`src/rtl/pkt_hdr_builder.sv`:
```
// Transmit header builder: prepends Ethernet + IPv4/IPv6 + L4 ports to a payload stream
// and realigns the payload behind the 38- or 58-byte header on a 512-bit AXI4-Stream.
module pkt_hdr_builder #(
    parameter int unsigned DATA_W  = 512,
    parameter logic [7:0]  DEF_TTL = 8'h40
) (
    input  logic                  axis_aclk,
    input  logic                  axis_rst,
    input  logic                  desc_valid,
    output logic                  desc_ready,
    input  logic                  desc_is_ipv6,
    input  logic [47:0]           desc_dst_mac,
    input  logic [47:0]           desc_src_mac,
    input  logic [127:0]          desc_src_ip,
    input  logic [127:0]          desc_dst_ip,
    input  logic [7:0]            desc_protocol,
    input  logic [15:0]           desc_src_port,
    input  logic [15:0]           desc_dst_port,
    input  logic [15:0]           desc_payload_len,
    input  logic                  s_axis_tvalid,
    output logic                  s_axis_tready,
    input  logic                  s_axis_tlast,
    input  logic [DATA_W-1:0]     s_axis_tdata,
    input  logic [DATA_W/8-1:0]   s_axis_tkeep,
    output logic                  m_axis_tvalid,
    input  logic                  m_axis_tready,
    output logic                  m_axis_tlast,
    output logic [DATA_W-1:0]     m_axis_tdata,
    output logic [DATA_W/8-1:0]   m_axis_tkeep
);
    localparam int unsigned KEEP_W = DATA_W / 8;
    localparam int unsigned H4     = 38;
    localparam int unsigned H6     = 58;
    localparam int unsigned HDR4_W = 8 * H4;
    localparam int unsigned HDR6_W = 8 * H6;
    localparam logic [KEEP_W-1:0] HMASK4 = KEEP_W'((64'(1) << H4) - 64'(1));
    localparam logic [KEEP_W-1:0] HMASK6 = KEEP_W'((64'(1) << H6) - 64'(1));

    typedef enum logic [2:0] {S_IDLE, S_CSUM, S_HDR, S_BODY, S_FLUSH} state_t;
    state_t state_q, state_d;

    logic          is_ipv6_q;
    logic [47:0]   dst_mac_q, src_mac_q;
    logic [127:0]  src_ip_q, dst_ip_q;
    logic [7:0]    proto_q;
    logic [15:0]   sport_q, dport_q, plen_q;
    logic [15:0]   csum_q;
    logic [DATA_W-1:0] residue_q;
    logic [KEEP_W-1:0] res_keep_q;

    logic [15:0]       ip_len4, ip_len6;
    logic [31:0]       csum_sum, fold1;
    logic [15:0]       fold2;
    logic [HDR4_W-1:0] v4_be;
    logic [HDR6_W-1:0] v6_be;
    logic [DATA_W-1:0] hdr;
    logic [DATA_W-1:0] shift_data, res_data, beat_data;
    logic [KEEP_W-1:0] shift_keep, res_keep, beat_keep;
    logic              spill, out_free, s_rdy, load, beat_last;

    // IPv4 header checksum over the ten header words, checksum word as zero
    assign ip_len4  = 16'(plen_q + 16'd24);
    assign ip_len6  = 16'(plen_q + 16'd4);
    assign csum_sum = 32'h4500 + 32'(ip_len4) + 32'h4000 + 32'({DEF_TTL, proto_q})
                    + 32'(src_ip_q[31:16]) + 32'(src_ip_q[15:0])
                    + 32'(dst_ip_q[31:16]) + 32'(dst_ip_q[15:0]);
    assign fold1    = 32'(csum_sum[15:0]) + 32'(csum_sum[31:16]);
    assign fold2    = fold1[15:0] + fold1[31:16];

    // Headers written first-byte-at-MSB, then byte-reversed onto the wire order
    assign v4_be = {dst_mac_q, src_mac_q, 16'h0800, 8'h45, 8'h00, ip_len4, 16'h0000,
                    16'h4000, DEF_TTL, proto_q, csum_q, src_ip_q[31:0], dst_ip_q[31:0],
                    sport_q, dport_q};
    assign v6_be = {dst_mac_q, src_mac_q, 16'h86DD, 32'h6000_0000, ip_len6, proto_q,
                    DEF_TTL, src_ip_q, dst_ip_q, sport_q, dport_q};

    always_comb begin
        hdr = '0;
        if (is_ipv6_q) begin
            for (int unsigned k = 0; k < H6; k++) hdr[8*k +: 8] = v6_be[HDR6_W-8-8*k +: 8];
        end else begin
            for (int unsigned k = 0; k < H4; k++) hdr[8*k +: 8] = v4_be[HDR4_W-8-8*k +: 8];
        end
    end

    // Payload bytes slide up by H; the top H bytes spill into the residue
    assign shift_data = is_ipv6_q ? (s_axis_tdata << HDR6_W) : (s_axis_tdata << HDR4_W);
    assign shift_keep = is_ipv6_q ? ((s_axis_tkeep << H6) | HMASK6)
                                  : ((s_axis_tkeep << H4) | HMASK4);
    assign res_data   = is_ipv6_q ? (s_axis_tdata >> (DATA_W - HDR6_W))
                                  : (s_axis_tdata >> (DATA_W - HDR4_W));
    assign res_keep   = is_ipv6_q ? (s_axis_tkeep >> (KEEP_W - H6))
                                  : (s_axis_tkeep >> (KEEP_W - H4));
    assign spill      = is_ipv6_q ? s_axis_tkeep[KEEP_W-H6] : s_axis_tkeep[KEEP_W-H4];
    assign out_free   = !m_axis_tvalid || m_axis_tready;
    assign s_axis_tready = s_rdy;

    always_comb begin
        state_d   = state_q;
        s_rdy     = 1'b0;
        load      = 1'b0;
        beat_last = 1'b0;
        beat_data = shift_data | ((state_q == S_HDR) ? hdr : residue_q);
        beat_keep = shift_keep;
        case (state_q)
            S_IDLE:  if (desc_valid && desc_ready) state_d = S_CSUM;
            S_CSUM:  state_d = S_HDR;
            S_HDR, S_BODY: begin
                s_rdy = out_free;
                if (s_axis_tvalid && out_free) begin
                    load = 1'b1;
                    if (s_axis_tlast && !spill) begin
                        beat_last = 1'b1;
                        state_d   = S_IDLE;
                    end else if (s_axis_tlast) begin
                        state_d = S_FLUSH;
                    end else begin
                        state_d = S_BODY;
                    end
                end
            end
            S_FLUSH: begin
                beat_data = residue_q;
                beat_keep = res_keep_q;
                if (out_free) begin
                    load      = 1'b1;
                    beat_last = 1'b1;
                    state_d   = S_IDLE;
                end
            end
            default: state_d = S_IDLE;
        endcase
        if (axis_rst) begin
            s_rdy = 1'b0;
            load  = 1'b0;
        end
    end

    always_ff @(posedge axis_aclk) begin
        if (axis_rst) state_q <= S_IDLE;
        else          state_q <= state_d;
    end

    // Registered AXIS master; holds the beat until the sink takes it
    always_ff @(posedge axis_aclk) begin
        if (axis_rst) begin
            m_axis_tvalid <= 1'b0;
            m_axis_tlast  <= 1'b0;
            m_axis_tdata  <= '0;
            m_axis_tkeep  <= '0;
            desc_ready    <= 1'b0;
            res_keep_q    <= '0;
        end else begin
            desc_ready <= (state_d == S_IDLE);
            if (load) begin
                m_axis_tvalid <= 1'b1;
                m_axis_tlast  <= beat_last;
                m_axis_tdata  <= beat_data;
                m_axis_tkeep  <= beat_keep;
            end else if (m_axis_tready) begin
                m_axis_tvalid <= 1'b0;
            end
            if (load && (state_q != S_FLUSH)) res_keep_q <= res_keep;
        end
    end

    always_ff @(posedge axis_aclk) begin
        if (desc_valid && desc_ready && (state_q == S_IDLE)) begin
            is_ipv6_q <= desc_is_ipv6;
            dst_mac_q <= desc_dst_mac;
            src_mac_q <= desc_src_mac;
            src_ip_q  <= desc_src_ip;
            dst_ip_q  <= desc_dst_ip;
            proto_q   <= desc_protocol;
            sport_q   <= desc_src_port;
            dport_q   <= desc_dst_port;
            plen_q    <= desc_payload_len;
        end
        if (state_q == S_CSUM) csum_q <= ~fold2;
        if (load && (state_q != S_FLUSH)) residue_q <= res_data;
    end
endmodule
```
`config.mk`:
```
export PLATFORM = sky130hd
export DESIGN_NAME = pkt_hdr_builder
export DESIGN_NICKNAME = d
export VERILOG_FILES = /design/src/rtl/pkt_hdr_builder.sv
export SDC_FILE = /design/constraint.sdc
export NUM_CORES = 2
export LEC_CHECK = 0
export CORE_AREA = 2 2 614 616
export DETAILED_ROUTE_END_ITERATION = 12
export DIE_AREA = 0 0 616 618
export DONT_BUFFER_PORTS = 1
export GPL_ROUTABILITY_DRIVEN = 0
export SYNTH_ARGS = -nofsm -noshare
export SYNTH_HDL_FRONTEND = slang
export SYNTH_SLANG_ARGS = --single-unit
```
`constraint.sdc`:
```
create_clock -name axis_aclk -period 31.1 [get_ports axis_aclk]
set_input_delay 9.33 -clock axis_aclk [delete_from_list [all_inputs] [get_ports axis_aclk]]
set_output_delay 9.33 -clock axis_aclk [all_outputs]
set_load 0.02 [all_outputs]
```
== Word-level counts from Yosys, hierarchy flattened ==
Index checks and enable logic that the tools add are counted.
Widths: inputs -> output; s select.

* Word-level logic and storage cells: 76
* Register bits: 1583

* Muxes and demuxes: 27
* Add/sub/neg operators: 11
* Eq/ne operators: 5
* Reduce and logical (&&, ||, !) cells: 12
* Bitwise operators: 2

{| class="wikitable"
|+ Operator list
! cell !! count
|-
| $mux 512 || 3
|-
| $mux 304 || 2
|-
| $or 512x512->512 || 1
|-
| $mux 160 || 1
|-
| $mux 64 || 2
|-
| $mux 58 || 1
|-
| $add 22x16->23 || 1
|-
| $add 21x16->22 || 1
|-
| $add 20x16->21 || 1
|-
| $add 19x16->20 || 1
|-
| $add 18x15->19 || 1
|-
| $add 17x15->18 const B || 1
|-
| $add 15x16->17 const A || 1
|-
| $add 16x7->17 || 1
|-
| $add 16x1->16 || 1
|-
| $add 16x3->16 const B || 1
|-
| $add 16x5->16 const B || 1
|-
| $not 16->16 || 1
|-
| $mux 3 || 5
|-
| $pmux 3 s4 || 1
|-
| $mux 1 || 10
|-
| $eq 3x2->1 const B || 2
|-
| $logic_not 3->1 || 2
|-
| $logic_and 1x1->1 || 5
|-
| other kinds (8) || 10
|}

== Longest topological paths before layout ==
* Depth after elaboration: 11
* Mapped depth: 36

== Least setup slack after synthesis ==
OpenSTA, ideal clock, no wires.

* Kind: input -> register
* Start point: input port desc_valid
* End point: register dport_q[0], enable pin
* Data arrival time: 26.360 ns
* Setup time: 1.190 ns
* Cell stages on the path: 2
* Slack: 3.549 ns
* Cell sequence: nand3_1 -> nor2_1

* Cells in the longest elaborated chain, start to end: 2

{| class="wikitable"
|+ RTL lines
! what !! RTL line !! RTL
|-
| start, declared || 9 || <nowiki>input logic desc_valid,</nowiki>
|-
| $logic_and 1x1->1 (2 in series) || 168 || <nowiki>if (desc_valid && desc_ready && (state_q == S_IDLE)) begin</nowiki>
|-
| end signal, assigned || 176 || <nowiki>dport_q <= desc_dst_port;</nowiki>
|-
| end, declared || 46 || <nowiki>logic [15:0] sport_q, dport_q, plen_q;</nowiki>
|}

No other way between the ends.
A chain may end at the register's enable or synchronous reset.

== Worst setup path in the final report ==
* Start point: input port axis_rst
* End point: output port s_axis_tready

* Cells in the longest elaborated chain, start to end: 1

{| class="wikitable"
|+ RTL lines
! what !! RTL line !! RTL
|-
| start, declared || 8 || <nowiki>input logic axis_rst,</nowiki>
|-
| $mux 1 || 133 || <nowiki>if (axis_rst) begin</nowiki>
|-
| end, declared || 21 || <nowiki>output logic s_axis_tready,</nowiki>
|}

No other way between the ends.

==> summary.md <==
| Metric | Value |
|---|---|
| Endpoint, Worst Hold | `res_keep_q[46]` |
| Most Crowded Layer GR | `met2` |
| Met3 usage | `between 10% and 20%` |
| Setup ws final | `~11,000 ps` |
| Slowest stage cell, crit path | `nor3_2` |
| PostCTS Resize Cnt | `0` |
| Pins Over Slew Limit | `0` |
| GRT Total Usage | `21.7%` |
| DPL Wire Length | `353 mm` |
| FF-to-FF path depth | `34` |
| Reg2reg start | `plen_q[3]` |
| Largest net degree at the start of global routing | `620` |
| Final non-filler cell total | `11,000` |
| Core area | `374,000 um2` |
| Asr flop ratio synth | `0%` |
| Clk sinks | `between 1,500 and 2,000` |
| Starting Density | `17.3%` |
| Fin Hold WS | `~450 ps` |
| Critical path type | `input pin to output pin` |
| Clk buf depth | `4` |
| Sequential area share after synthesis | `slightly above 60%` |
| First-pass DRT Iterations | `6` |
| Port bufs | `0` |
| Die width | `616 um` |
| Setup Skew | `107 ps` |
| Maximum level of the CTS H-tree | `4` |
| Max FO, Critical Path | `324` |
| M1 GR Usage | `between 20% and 30%` |
| Die height | `618 um` |
| Power Density | `~71 nW/um2` |
| Post-Route WL | `434 mm` |
| Leakage | `24.8 nW` |
| Placed Cells | `10,400` |
| Fin crit period | `about 20,000 ps` |
| Remaining DRCs | `0` |
| Pre-CTS setup slack | `11,000 ps` |
| Post-synth EDFFs | `889` |
| Area Growth Syn to Fin | `19.0%` |
| R2R Setup Slk | `roughly 21,000 ps` |
| Rel. slew slack | `17.6%` |
| RSZ-0062 raised after global routing | `false` |
| Crit. End Element | `output pin` |
| Initial antenna violation count | `362` |
| Crit path buf inv count | `1` |
| Area of the multi-input gates | `22,400 um2` |
| CP top delay family | `simple AND/OR/NAND/NOR gates` |
| Global-route wire length before repair | `531 mm` |
| Routed vias | `about 51,000` |
| Finished Core Util | `20.6%` |
| Row count | `225` |
| Post-synthesis register bit count | `1,529` |
| Final setup vio count | `0` |
| Synth Instances | `5,761` |
| HP Class | `flop to flop` |
| Setup_tns | `0 ps` |
| Syn_area_per_cell | `11.2 um2` |
| Most frequent cells in the layout | `edfxtp_1 (889), dfxtp_1 (640), nor2_1 (520), nand2_1 (502), nor3_1 (370)` |
| Worst-Margin Slew | `1240 ps` |
| Clock Latency Late Sink | `910 ps` |
| Worst EP required | `~22,000 ps` |
| Arr. time, crit path | `10,780 ps` |
| Startpoint Class | `input pin` |
| Cts hold-fix bufs | `0` |
| Vias/cell | `4.61` |
| Share of layout cells above drive strength 1 | `13.0%` |
| Layout fillers | `~40,000` |
| Ys Warns | `0` |
| Post-CTS setup buffers | `0` |
| Routed len/inst | `roughly 39 um` |
| Syn Nets | `roughly 6,800` |
| Nets | `6,642` |
| Commonest non-fill, non-tap cell in the layout | `edfxtp_1` |
| Global route total overflow | `0` |
| Max Clk Rate | `49.7 MHz` |
| Worst path cell trace | `nor3_2 > buf_4` |
| Crit path largest cell delay | `slightly below 1000 ps` |
| Worst hold path startpoint | `res_keep_q[46]` |
| R2R Path End | `csum_q[15]` |
| Hold Path Stages | `2` |
| Period utilisation layout | `around 65%` |
| Final instance area | `77,000 um2` |
| Final ANT Viol Nets | `0` |
| Die area | `381,000 um2` |
| Netlist cell types | `69` |
| Maxcap violations | `0` |
| Pwr Total | `between 5 and 6 mW` |
| Final hold viol count | `0` |
| Met2 Use GR | `35.4%` |
| CTS clk-pin slew, worst paths | `60 ps` |
| Outcome | `finished, final reports clean` |
| I/O Pins | `between 1,500 and 2,000` |
| Most common flop cell mapped by yosys | `edfxtp_1` |
| Peak VDD IR | `slightly above 50 uV` |
| DP Area | `70,000 um2` |
| CTS tree | `done` |
| Vias in the first global route | `44,400` |
| CTS Buf Count | `185` |
| Register area | `39,500 um2` |
| Post-Syn Area | `64,700 um2` |
| Clock root cell | `clkbuf_16` |
| DRT iter0 DRCs | `6,977` |
-- worst min-delay path, cell delays in order, from the launching register on --
cell and delay [ps]:
dfxtp_1 310, nand2_1 50, a21oi_1 50
-- flip-flops by register name (all words and copies together) (netlist names), 3 cells and up --
signal        count
m_axis_tdata    512
residue_q       464
dst_ip_q        128
src_ip_q        128
m_axis_tkeep     64
res_keep_q       58
dst_mac_q        48
src_mac_q        48
csum_q           16
dport_q          16
plen_q           16
sport_q          16
proto_q           8
state_q           3
-- synth_stat cells, types with 21 or more instances --
| cell | n | area share, % |
|---|---|---|
| nor2_1 | 524 | 3.0 |
| clkbuf_1 | 439 | 2.5 |
| and2_1 | 166 | 1.6 |
| ha_1 | 32 | 0.62 |
| a21oi_1 | 229 | 1.8 |
| mux2_2 | 330 | 5.7 |
| nand3_1 | 235 | 1.8 |
| a221oi_1 | 177 | 2.4 |
| dfxtp_1 | 640 | 20 |
| inv_1 | 311 | 1.8 |
| xnor2_1 | 30 | 0.41 |
| a22o_1 | 25 | 0.34 |
| a211oi_1 | 66 | 0.77 |
| nor3_1 | 372 | 2.9 |
| o21ai_0 | 173 | 1.3 |
| edfxtp_1 | 889 | 41 |
| o211ai_1 | 161 | 1.9 |
| a31oi_1 | 26 | 0.25 |
| nand2_1 | 504 | 2.9 |
| a311oi_1 | 114 | 1.5 |
| mux2i_1 | 129 | 2.0 |
| buf_1 | 21 | 0.12 |
| fa_1 | 57 | 1.8 |
-- routing by layer --
metal  vias up  share of wire [%]
met4       106                5.0
met2      3867                 47
met5         -               0.20
li1      20900                  -
met3      1033                 13
met1     25000                 34
-- cell type report --
class	instances	area share, %
clock inverter	94	1.17
tap	4994	8.12
sequential	1529	51.3
inverter	312	1.53
antenna	329	1.07
clock buffer	250	6.74
multi-input combinational	3451	29.1
timing repair buffer	83	0.975
-- cell families after synthesis --
group,synth area share (%)
flip-flops,61.1
AO/OA/AOI/OAI,10.8
multiplexers,7.74
adder cells (fa/ha/maj),2.38
XOR/XNOR,0.744
buffers and inverters,4.55
AND/OR/NAND/NOR,12.8
-- where the power goes --
group          internal [mW]  switching [mW]
registers               2.26           0.128
logic                  0.302           0.528
clock network           1.25           0.979
total                   3.81            1.64
-- worst max path at each step --
stage	cells past startpoint	startpoint	to
finish	2	axis_rst	s_axis_tready
global route	2	axis_rst	s_axis_tready
CTS	2	axis_rst	s_axis_tready
detailed placement	2	axis_rst	s_axis_tready
global placement	2	axis_rst	s_axis_tready
floorplan	2	desc_valid	dport_q[0]
Power figures use the tool's default switching activity.
